===== src/rtl/glb_bank_packet_arb_pkg.sv =====
// Shared types and default widths for the bank packet arbiter.
package glb_bank_packet_arb_pkg;

  localparam int GLB_BANK_ADDR_W = 17;
  localparam int GLB_BANK_DATA_W = 64;
  localparam int GLB_RD_LATENCY  = 3;
  localparam int GLB_MAX_STALL   = 8;

  typedef enum logic {PROC = 1'b0, STRM = 1'b1} arb_src_e;
  typedef enum logic {NORMAL = 1'b0, BOOST = 1'b1} arb_state_e;

  typedef struct packed {
    logic     valid;
    arb_src_e src;
  } rd_tag_t;

endpackage


===== src/rtl/glb_rd_tag_pipe.sv =====
// Read-tag delay line: carries {valid, src} alongside the bank read pipeline.
module glb_rd_tag_pipe
  import glb_bank_packet_arb_pkg::*;
#(
  parameter int DEPTH = GLB_RD_LATENCY
) (
  input  logic    clk,
  input  logic    reset,
  input  rd_tag_t tag_i,
  output rd_tag_t tail_o
);

  rd_tag_t [DEPTH-1:0] tag_q;

  always_ff @(posedge clk) begin
    if (!reset) begin
      tag_q <= '0;
    end else begin
      tag_q[0] <= tag_i;
      for (int i = 1; i < DEPTH; i++) tag_q[i] <= tag_q[i-1];
    end
  end

  assign tail_o = tag_q[DEPTH-1];

endmodule


===== src/rtl/glb_bank_packet_arb.sv =====
// Merges proc/strm packet requesters onto one bank port and routes read responses.
// Optional GLB_BANK_ARB_PERF_CNT_EN adds saturating grant/stall/boost counters.
module glb_bank_packet_arb
  import glb_bank_packet_arb_pkg::*;
#(
  parameter int BANK_ADDR_WIDTH = GLB_BANK_ADDR_W,
  parameter int BANK_DATA_WIDTH = GLB_BANK_DATA_W,
  parameter int RD_LATENCY      = GLB_RD_LATENCY,
  parameter int MAX_STALL       = GLB_MAX_STALL
) (
  input  logic                       clk,
  input  logic                       reset,
  input  logic                       proc_wr_en,
  input  logic [BANK_ADDR_WIDTH-1:0] proc_wr_addr,
  input  logic [BANK_DATA_WIDTH-1:0] proc_wr_data,
  input  logic [BANK_DATA_WIDTH-1:0] proc_wr_data_bit_sel,
  input  logic                       proc_rd_en,
  input  logic [BANK_ADDR_WIDTH-1:0] proc_rd_addr,
  output logic                       proc_ready,
  output logic [BANK_DATA_WIDTH-1:0] proc_rd_data,
  output logic                       proc_rd_data_valid,
  input  logic                       strm_wr_en,
  input  logic [BANK_ADDR_WIDTH-1:0] strm_wr_addr,
  input  logic [BANK_DATA_WIDTH-1:0] strm_wr_data,
  input  logic [BANK_DATA_WIDTH-1:0] strm_wr_data_bit_sel,
  input  logic                       strm_rd_en,
  input  logic [BANK_ADDR_WIDTH-1:0] strm_rd_addr,
  output logic                       strm_ready,
  output logic [BANK_DATA_WIDTH-1:0] strm_rd_data,
  output logic                       strm_rd_data_valid,
  input  logic                       cfg_sram_busy,
  output logic                       packet_wr_en,
  output logic [BANK_ADDR_WIDTH-1:0] packet_wr_addr,
  output logic [BANK_DATA_WIDTH-1:0] packet_wr_data,
  output logic [BANK_DATA_WIDTH-1:0] packet_wr_data_bit_sel,
  output logic                       packet_rd_en,
  output logic [BANK_ADDR_WIDTH-1:0] packet_rd_addr,
  input  logic [BANK_DATA_WIDTH-1:0] packet_rd_data,
  input  logic                       packet_rd_data_valid,
`ifdef GLB_BANK_ARB_PERF_CNT_EN
  output logic [31:0]                perf_proc_grant,
  output logic [31:0]                perf_strm_grant,
  output logic [31:0]                perf_cfg_stall,
  output logic [31:0]                perf_boost,
`endif
  output logic                       err_orphan_rsp
);

  localparam int SW = $clog2(MAX_STALL + 1);

  logic       proc_req, strm_req, blocked;
  logic       gnt_proc, gnt_strm;
  logic [SW-1:0] stall_cnt_q, stall_cnt_d;
  arb_state_e state_q, state_d;
  rd_tag_t    tag_in, tag_tail;

  logic [BANK_DATA_WIDTH-1:0] proc_rd_data_q, strm_rd_data_q;
  logic proc_rd_vld_q, strm_rd_vld_q, err_q;

  assign proc_req = proc_wr_en | proc_rd_en;
  assign strm_req = strm_wr_en | strm_rd_en;
  // Reset gates grants so every output reads 0 while reset is held.
  assign blocked  = cfg_sram_busy | ~reset;

  always_comb begin
    gnt_proc = 1'b0;
    gnt_strm = 1'b0;
    if (!blocked) begin
      if (state_q == BOOST && strm_req) gnt_strm = 1'b1;
      else if (proc_req)                gnt_proc = 1'b1;
      else if (strm_req)                gnt_strm = 1'b1;
    end
  end

  assign proc_ready = gnt_proc | (~blocked & ~proc_req);
  assign strm_ready = gnt_strm;

  // Write has priority over a simultaneous read from the same requester.
  always_comb begin
    packet_wr_en           = 1'b0;
    packet_wr_addr         = '0;
    packet_wr_data         = '0;
    packet_wr_data_bit_sel = '0;
    packet_rd_en           = 1'b0;
    packet_rd_addr         = '0;
    if (gnt_proc) begin
      if (proc_wr_en) begin
        packet_wr_en           = 1'b1;
        packet_wr_addr         = proc_wr_addr;
        packet_wr_data         = proc_wr_data;
        packet_wr_data_bit_sel = proc_wr_data_bit_sel;
      end else begin
        packet_rd_en   = 1'b1;
        packet_rd_addr = proc_rd_addr;
      end
    end else if (gnt_strm) begin
      if (strm_wr_en) begin
        packet_wr_en           = 1'b1;
        packet_wr_addr         = strm_wr_addr;
        packet_wr_data         = strm_wr_data;
        packet_wr_data_bit_sel = strm_wr_data_bit_sel;
      end else begin
        packet_rd_en   = 1'b1;
        packet_rd_addr = strm_rd_addr;
      end
    end
  end

  // Boost is decided from the next count so strm wins right after its MAX_STALL-th loss.
  always_comb begin
    stall_cnt_d = stall_cnt_q;
    state_d     = state_q;
    if (gnt_strm || !strm_req)                     stall_cnt_d = '0;
    else if (!cfg_sram_busy && stall_cnt_q != SW'(MAX_STALL))
                                                   stall_cnt_d = stall_cnt_q + SW'(1);
    case (state_q)
      NORMAL:  if (stall_cnt_d == SW'(MAX_STALL)) state_d = BOOST;
      BOOST:   if (gnt_strm || !strm_req)         state_d = NORMAL;
      default:                                    state_d = NORMAL;
    endcase
  end

  always_ff @(posedge clk) begin
    if (!reset) begin
      stall_cnt_q <= '0;
      state_q     <= NORMAL;
    end else begin
      stall_cnt_q <= stall_cnt_d;
      state_q     <= state_d;
    end
  end

  assign tag_in.valid = packet_rd_en;
  assign tag_in.src   = gnt_strm ? STRM : PROC;

  glb_rd_tag_pipe #(.DEPTH(RD_LATENCY)) u_tag_pipe (
    .clk    (clk),
    .reset  (reset),
    .tag_i  (tag_in),
    .tail_o (tag_tail)
  );

  always_ff @(posedge clk) begin
    if (!reset) begin
      proc_rd_data_q <= '0;
      strm_rd_data_q <= '0;
      proc_rd_vld_q  <= 1'b0;
      strm_rd_vld_q  <= 1'b0;
      err_q          <= 1'b0;
    end else begin
      proc_rd_vld_q <= 1'b0;
      strm_rd_vld_q <= 1'b0;
      if (packet_rd_data_valid) begin
        if (!tag_tail.valid) begin
          err_q <= 1'b1;
        end else if (tag_tail.src == STRM) begin
          strm_rd_data_q <= packet_rd_data;
          strm_rd_vld_q  <= 1'b1;
        end else begin
          proc_rd_data_q <= packet_rd_data;
          proc_rd_vld_q  <= 1'b1;
        end
      end
    end
  end

  assign proc_rd_data       = proc_rd_data_q;
  assign proc_rd_data_valid = proc_rd_vld_q;
  assign strm_rd_data       = strm_rd_data_q;
  assign strm_rd_data_valid = strm_rd_vld_q;
  assign err_orphan_rsp     = err_q;

`ifdef GLB_BANK_ARB_PERF_CNT_EN
  logic [31:0] perf_proc_q, perf_strm_q, perf_cfg_q, perf_boost_q;

  always_ff @(posedge clk) begin
    if (!reset) begin
      perf_proc_q  <= '0;
      perf_strm_q  <= '0;
      perf_cfg_q   <= '0;
      perf_boost_q <= '0;
    end else begin
      if (gnt_proc && perf_proc_q != '1) perf_proc_q <= perf_proc_q + 32'd1;
      if (gnt_strm && perf_strm_q != '1) perf_strm_q <= perf_strm_q + 32'd1;
      if (cfg_sram_busy && (proc_req || strm_req) && perf_cfg_q != '1)
        perf_cfg_q <= perf_cfg_q + 32'd1;
      if (state_q == NORMAL && state_d == BOOST && perf_boost_q != '1)
        perf_boost_q <= perf_boost_q + 32'd1;
    end
  end

  assign perf_proc_grant = perf_proc_q;
  assign perf_strm_grant = perf_strm_q;
  assign perf_cfg_stall  = perf_cfg_q;
  assign perf_boost      = perf_boost_q;
`endif

`ifndef SYNTHESIS
  always_ff @(posedge clk) begin
    if (reset) begin
      assert (!(proc_wr_en && proc_rd_en)) else $error("proc wr_en and rd_en both high");
      assert (!(strm_wr_en && strm_rd_en)) else $error("strm wr_en and rd_en both high");
    end
  end
`endif

endmodule


===== config.mk =====
export PLATFORM = sky130hd
export DESIGN_NAME = glb_bank_packet_arb
export DESIGN_NICKNAME = d
export VERILOG_FILES = /design/src/rtl/glb_bank_packet_arb_pkg.sv /design/src/rtl/glb_rd_tag_pipe.sv /design/src/rtl/glb_bank_packet_arb.sv
export SDC_FILE = /design/constraint.sdc
export NUM_CORES = 1
export LEC_CHECK = 0
export ABC_AREA = 1
export CAP_MARGIN = 40
export CORE_AREA = 2 2 266 268
export DETAILED_ROUTE_END_ITERATION = 8
export DIE_AREA = 0 0 268 270
export GPL_TIMING_DRIVEN = 0
export PLACE_DENSITY = 0.34
export SLEW_MARGIN = 30
export SYNTH_ARGS = -nofsm -noshare
export SYNTH_HDL_FRONTEND = slang
export SYNTH_SLANG_ARGS = --single-unit
export TNS_END_PERCENT = 20

===== constraint.sdc =====
create_clock -name clk -period 3.6 [get_ports clk]
set_clock_uncertainty 0.15 [all_clocks]
set_input_delay 0.54 -clock clk [delete_from_list [all_inputs] [get_ports clk]]
set_output_delay 0.54 -clock clk [all_outputs]
set_load 0.005 [all_outputs]

==> reports/metrics.csv, run 1 <==
stage,metric,value,unit
global_route,grt_start_max_net_pins,17,
run_status,status,finished clean,
power,power.switching,1.13,mW
timing,slew_viol_final,0,
setup_path,regToRegStartpoint,u_tag_pipe.tail_o[1],
global_route,grt_pass1_wl,86800,um
cells_and_area,fin_nets,2313,
timing,rsz0062_at_grt,true,
floorplanning,rows,97,
setup_path,critPathKind,input port to output pin,
setup_path,ff2ff_setup_slack,1.60,ns
min_path,holdCritStartpoint,u_tag_pipe.tag_q[3],
power,power.share.combinational,22.0,%
timing,setup_tns,0,ns
synthesis,netlist.area_leader.share,37.2,%
synthesis,yosysWarnings,0,
synthesis,ys_types,23,
global_route,grt_use_total,17.0,%
cts,cts_buffer_depth,2,
synthesis,syn_nets,1603,
power,power_density,260,nW/um2
cts,cts_hold_buf,0,
setup_path,end_kind,output pin,
detailed_routing,via_count,11000,
cts,cts_root_buf,clkbuf_16,
detailed_routing,drt_iter0_markers,423,
power,ir_drop,0.000202,V
cts,h-tree-depth,4,
placed_design,io_buffers,691,
power,swShare,26.1,%
detailed_routing,antenna_left,0,
detailed_routing,wl,63800,um
timing,post-route-period-util,97.1,%
timing,hold_violations,0,
synthesis,syn-cell-area,7640,um2
floorplanning,core_area,69500,um2
floorplanning,die_w,268,um
min_path,hold_class,register to register,
power,clock_power_share,41.2,%
setup_path,critPathArrivalTime,2.80,ns
global_route,antenna_found_initial,39,
cts,cts_tree,done,
timing,period_minus_slack,3.49,ns
run,cap_viol_max_count,0,
detailed_routing,firstDrtPassIters,5,
setup_path,crit_path_max_fanout,10,
synthesis,postSynthCellCount,1205,
detailed_routing,viasPerCell,3.82,
setup_path,cp-start-kind,input port,
floorplanning,die_y,270,um
synthesis,synth_area_per_cell,6.34,um2
global_route,grt-ovfl-total,0,
floorplanning,initial_utilization,11.0,%
cts,cts_sinks,142,
timing,timing.fmax,286,MHz
cells_and_area,final_area,16600,um2
synthesis,synth_seq_cells,142,
power,seqPwrFrac,36.8,%
placed_design,dp_hpwl,55200,um
timing,final-setup-viol-count,0,
cells_and_area,drive_gt1_share,5.71,%
synthesis,ys_seq_area_share,37.2,%
synthesis,synth_top_area_cell,dfxtp_1,
setup_path,worst_r2r_path_depth,5,
timing,slew-limit-headroom,50.8,%
cts,cts_setup_buffers,0,
timing,worstMarginPinSlew,0.738,ns
detailed_routing,wl_per_cell,22.1,um
cells_and_area,syn_to_final_growth,118,%
placed_design,gp_congestion,0.890,
setup_path,cp-endpoint,packet_wr_data_bit_sel[16],
cts,clock_insertion_delay_worst_skew,0.43,ns
power,p_int,3.19,mW
synthesis,synth_area_leaders,"dfxtp_1 (37%), o21ai_0 (16%), nand3_1 (11%)",
min_path,whs_path_depth,2,
power,leakage,6.64,nW
detailed_routing,remaining_drc_errors,0,
setup_path,r2r-end,strm_rd_data[60],
cts,cts_inserted_buffers,17,
setup_path,cp-startpoint,cfg_sram_busy,
placed_design,dpl_cell_area,15700,um2
cells_and_area,utilization,23.9,%
cts,post_cts_resized,61,
cells_and_area,final_common_cell,clkdlybuf4s50_1,
setup_path,required,2.91,ns
cells_and_area,mostFrequentLayoutCells,"clkdlybuf4s50_1 (643), o21ai_0 (228), nand2_1 (171)",
cts,path_clk_slew,0.06,ns
global_route,grt_pass1_vias,11500,
floorplanning,num_io_pins,693,
floorplanning,die_area,72400,um2
-- synth_stat cells --
| cell | count |
|---|---|
| a21oi_1 | 68 |
| buf_1 | 6 |
| buf_2 | 27 |
| buf_4 | 5 |
| buf_6 | 3 |
| clkbuf_1 | 69 |
| clkbuf_2 | 1 |
| dfxtp_1 | 142 |
| ha_1 | 2 |
| inv_1 | 99 |
| inv_2 | 2 |
| inv_4 | 2 |
| nand2_1 | 171 |
| nand2_2 | 1 |
| nand3_1 | 168 |
| nand3_2 | 1 |
| nand4_1 | 2 |
| nor2_1 | 140 |
| nor3_1 | 2 |
| o21ai_0 | 244 |
| o21ai_1 | 41 |
| o21ai_2 | 8 |
| or2_1 | 1 |
-- power groups by stage --
stage	sequential (mW)	clock [mW]	combinational (mW)
5_1_grt	1.59	1.92	1.02
4_1_cts	1.59	1.86	0.966
2_1_floorplan	1.63	0	0.218
3_5_place_dp	1.63	0	0.949
6_report	1.59	1.78	0.950
3_3_place_gp	1.63	0	0.953
-- through the flow --
step	cells	setup slack (ns)	power [mW]	hold slack [ns]
floorplan	1205	1.43	1.85	0.240
global placement	2836	-0.704	2.58	0.259
detailed placement	2836	-0.707	2.58	0.250
CTS	2868	-0.0900	4.42	0.265
global route	2886	-0.0726	4.53	0.289
finish	2888	0.106	4.32	0.262
-- worst max-delay path: stages --
cell,delay (ns)
clkdlybuf4s50_1,0.45
inv_2,0.13
nand2_1,0.11
nor2_1,0.10
nand2_1,0.10
inv_2,0.14
buf_8,0.16
buf_6,0.17
nand3_1,0.20
o21ai_0,0.14
clkdlybuf4s50_1,0.54
-- registers in the layout (all words and copies together) (netlist names) --
signal	flops
err_orphan_rsp	1
proc_rd_data	64
proc_rd_data_valid	1
stall_cnt_q	4
state_q	1
strm_rd_data	64
strm_rd_data_valid	1
u_tag_pipe.tag_q	4
u_tag_pipe.tail_o	2
-- metal layers --
layer	routed length, um	GRT usage [%]	vias to the layer above
li1	-	-	5426
met1	21000	15.7	5063
met2	34500	31.6	453
met3	6550	7.53	81
met4	1610	8.25	20
met5	139	0	-
-- logic make-up after synthesis --
kind of cell | synth area share (%)
simple gates | 26.9
buf+inv | 11.6
fa+ha+maj | 0.327
compound gates | 24.0
flops | 37.2
-- worst min-delay path by stage --
stage | slack [ns] | endpoint
5_1_grt | 0.29 | u_tag_pipe.tag_q[2]
4_1_cts | 0.26 | u_tag_pipe.tail_o[1]
6_report | 0.26 | u_tag_pipe.tail_o[1]
3_3_place_gp | 0.26 | u_tag_pipe.tail_o[1]
3_5_place_dp | 0.25 | u_tag_pipe.tail_o[1]
2_1_floorplan | 0.24 | u_tag_pipe.tag_q[2]
-- area by class of cell --
type | count | area (um2)
plain buffers | 111 | 561
flip-flops and latches | 142 | 2840
well taps | 940 | 1180
fillers | 7824 | 52900
repair buffers | 691 | 7010
inverters | 103 | 392
clock buffers | 21 | 450
multi-input cells | 849 | 4020
diodes | 20 | 50.0
clock inverters | 11 | 134
No activity file was read; power rests on OpenSTA's default activity.
==> run 2: changes to the inputs <==
--- a/config.mk
+++ b/config.mk
@@ -16,4 +16,4 @@
 export SYNTH_ARGS = -nofsm -noshare
 export SYNTH_HDL_FRONTEND = slang
 export SYNTH_SLANG_ARGS = --single-unit
-export TNS_END_PERCENT = 20
+export TNS_END_PERCENT = 30
==> run 2 against run 1 <==
Effect of this change:
- critical endpoint is now packet_wr_data_bit_sel[57]
- global-route usage about the same
- clock power about the same
- non-clock buffer count up 1
- count of clock-buffer cells in the layout unchanged
- critical path type unchanged
- highest routed layer unchanged
- wire length up 0.12%
- first-iteration DRC count down 2.1%
- register-to-register slack about the same
- sequential power about the same
==> reports/metrics.csv, run 2 (same netlist as run 1, synthesis figures left out) <==
stage,metric,value,unit,change
cts,cts_hold_buf,0,,unchanged
power,leakage,6.47,nW,-2.6%
timing,timing.fmax,286,MHz,about the same
timing,final-setup-viol-count,0,,unchanged
cts,cts_root_buf,clkbuf_16,,
run_status,status,finished clean,,
timing,hold_violations,0,,unchanged
cells_and_area,drive_gt1_share,5.70,%,about the same
power,power.switching,1.13,mW,+0.26%
placed_design,dp_hpwl,55200,um,unchanged
cts,cts_tree,done,,
cts,clock_insertion_delay_worst_skew,0.43,ns,about the same
detailed_routing,wl,63800,um,+0.12%
power,power_density,260,nW/um2,about the same
timing,post-route-period-util,97.1,%,about the same
detailed_routing,viasPerCell,3.82,,-0.21%
setup_path,cp-start-kind,input port,,
timing,rsz0062_at_grt,true,,
power,clock_power_share,41.1,%,about the same
detailed_routing,antenna_left,0,,unchanged
power,ir_drop,0.000203,V,about the same
global_route,antenna_found_initial,39,,unchanged
setup_path,crit_path_max_fanout,10,,unchanged
floorplanning,die_area,72400,um2,unchanged
power,p_int,3.20,mW,about the same
global_route,grt-ovfl-total,0,,unchanged
detailed_routing,via_count,11000,,-0.17%
floorplanning,num_io_pins,693,,unchanged
global_route,grt_use_total,17.0,%,about the same
timing,period_minus_slack,3.49,ns,-0.000185 ns
timing,slew-limit-headroom,51.1,%,+0.33 points
cells_and_area,multi_input_area,4040,um2,+0.53%
cells_and_area,mostFrequentLayoutCells,"clkdlybuf4s50_1 (653), o21ai_0 (228), nand2_1 (171)",,
run,cap_viol_max_count,0,,unchanged
placed_design,io_buffers,691,,unchanged
global_route,grt_start_max_net_pins,17,,unchanged
floorplanning,core_area,69500,um2,unchanged
cells_and_area,final_common_cell,clkdlybuf4s50_1,,
cells_and_area,syn_to_final_growth,118,%,about the same
placed_design,gp_congestion,0.890,,unchanged
detailed_routing,wl_per_cell,22.1,um,about the same
cells_and_area,fin_nets,2314,,+0.043%
cts,path_clk_slew,0.06,ns,about the same
setup_path,path_cells,"clkdlybuf4s50_1, inv_2, nand2_1, nor2_1, nand2_1, inv_2, buf_8, clkbuf_4, nand3_1, o21ai_0, clkdlybuf4s50_1",,
power,power.share.combinational,22.0,%,about the same
power,seqPwrFrac,36.8,%,about the same
setup_path,critPathKind,input port to output pin,,
setup_path,cpPeakStageDelay,0.59,ns,+0.05 ns
detailed_routing,remaining_drc_errors,0,,unchanged
cts,cts_sinks,142,,unchanged
detailed_routing,firstDrtPassIters,4,,-1
setup_path,end_kind,output pin,,
setup_path,crit_buf_inv,6,,unchanged
setup_path,crit_family,buffers and inverters,,
cts,h-tree-depth,4,,unchanged
timing,worstMarginPinSlew,0.733,ns,-0.00491 ns
cells_and_area,utilization,23.9,%,about the same
timing,setup_tns,0,ns,unchanged
cells_and_area,fillCellCount,7817,,-0.089%
cells_and_area,ff_latch_area,2840,um2,unchanged
floorplanning,die_y,270,um,unchanged
cells_and_area,final_area,16600,um2,about the same
cts,cts_buffer_depth,2,,unchanged
power,finalPower,4.33,mW,+0.10%
setup_path,required,2.91,ns,about the same
cts,cts_inserted_buffers,17,,unchanged
power,swShare,26.2,%,+0.040 points
floorplanning,initial_utilization,11.0,%,unchanged
setup_path,slowest_stage,clkdlybuf4s50_1,,
global_route,grt_pass1_wl,86900,um,about the same
floorplanning,die_w,268,um,unchanged
placed_design,dpl_cell_area,15700,um2,unchanged
min_path,hold_class,register to register,,
setup_path,critPathArrivalTime,2.80,ns,about the same
floorplanning,rows,97,,unchanged
detailed_routing,drt_iter0_markers,414,,-2.1%
timing,whs,0.262,ns,+0.000423 ns
timing,slew_viol_final,0,,unchanged
global_route,grt_pass1_vias,11500,,+0.0087%
run 2: changes by cell type in the layout (fill, tap and decap cells not counted):
| cell | delta |
|---|---|
| buf_6 | +1 |
| dlymetal6s2s_1 | -10 |
| buf_1 | +1 |
| o21ai_4 | +1 |
| clkbuf_2 | -1 |
| o21ai_1 | -1 |
| clkdlybuf4s50_1 | +10 |
| nand3_2 | -3 |
| nand3_1 | +1 |
| nand3_4 | +2 |
run 2: power groups by stage:
stage               Sequential (mW)  Clock (mW)  Combinational (mW)
finish                         1.59        1.78               0.954
global placement               1.63           0               0.953
floorplan                      1.63           0               0.218
global route                   1.59        1.92                1.03
detailed placement             1.63           0               0.949
CTS                            1.59        1.86               0.968
run 2: worst paths after layout:
check,start,slack [ns],to,depth (start not counted)
setup / recovery,cfg_sram_busy,0.11,packet_wr_data_bit_sel[57],11
hold / removal,u_tag_pipe.tag_q[3],0.26,u_tag_pipe.tail_o[1],2
setup reg to reg,u_tag_pipe.tail_o[1],1.61,strm_rd_data[60],5
hold reg to reg,u_tag_pipe.tag_q[3],0.26,u_tag_pipe.tail_o[1],2
run 2: cell type report:
cell class,count,area share (%)
Clock buffer,21,2.71
Antenna cell,20,0.301
Clock inverter,11,0.805
Sequential cell,142,17.1
Multi-Input combinational cell,849,24.3
Inverter,103,2.35
Timing Repair Buffer,692,42.0
Buffer,111,3.38
Tap cell,940,7.07
run 2: timing repair:
item,in CTS,in global routing
setup endpoints to repair,149,91
resized for setup,67,43
setup buffers,0,1
run 2: through the flow:
| stage | instances | worst slack (ns) |
|---|---|---|
| 2_1_floorplan | 1205 | 1.43 |
| 3_3_place_gp | 2836 | -0.704 |
| 3_5_place_dp | 2836 | -0.707 |
| 4_1_cts | 2868 | -0.0165 |
| 5_1_grt | 2886 | -0.0501 |
| 6_report | 2889 | 0.106 |
run 2: metal layers:
metal | global-route usage, % | vias up | part of all wire, %
met5 | 0 | - | 0.19
met3 | 7.65 | 77 | 10
met4 | 7.76 | 20 | 2.4
li1 | - | 5426 | -
met1 | 15.6 | 5073 | 33
met2 | 31.8 | 428 | 54
run 2: worst register-to-register path: cells and delay by family (launching register included):
kind / cells / cell delay (ns)
buf+inv: 2 / 1.07
simple gates: 1 / 0.11
compound gates: 2 / 0.28
flops: 1 / 0.32
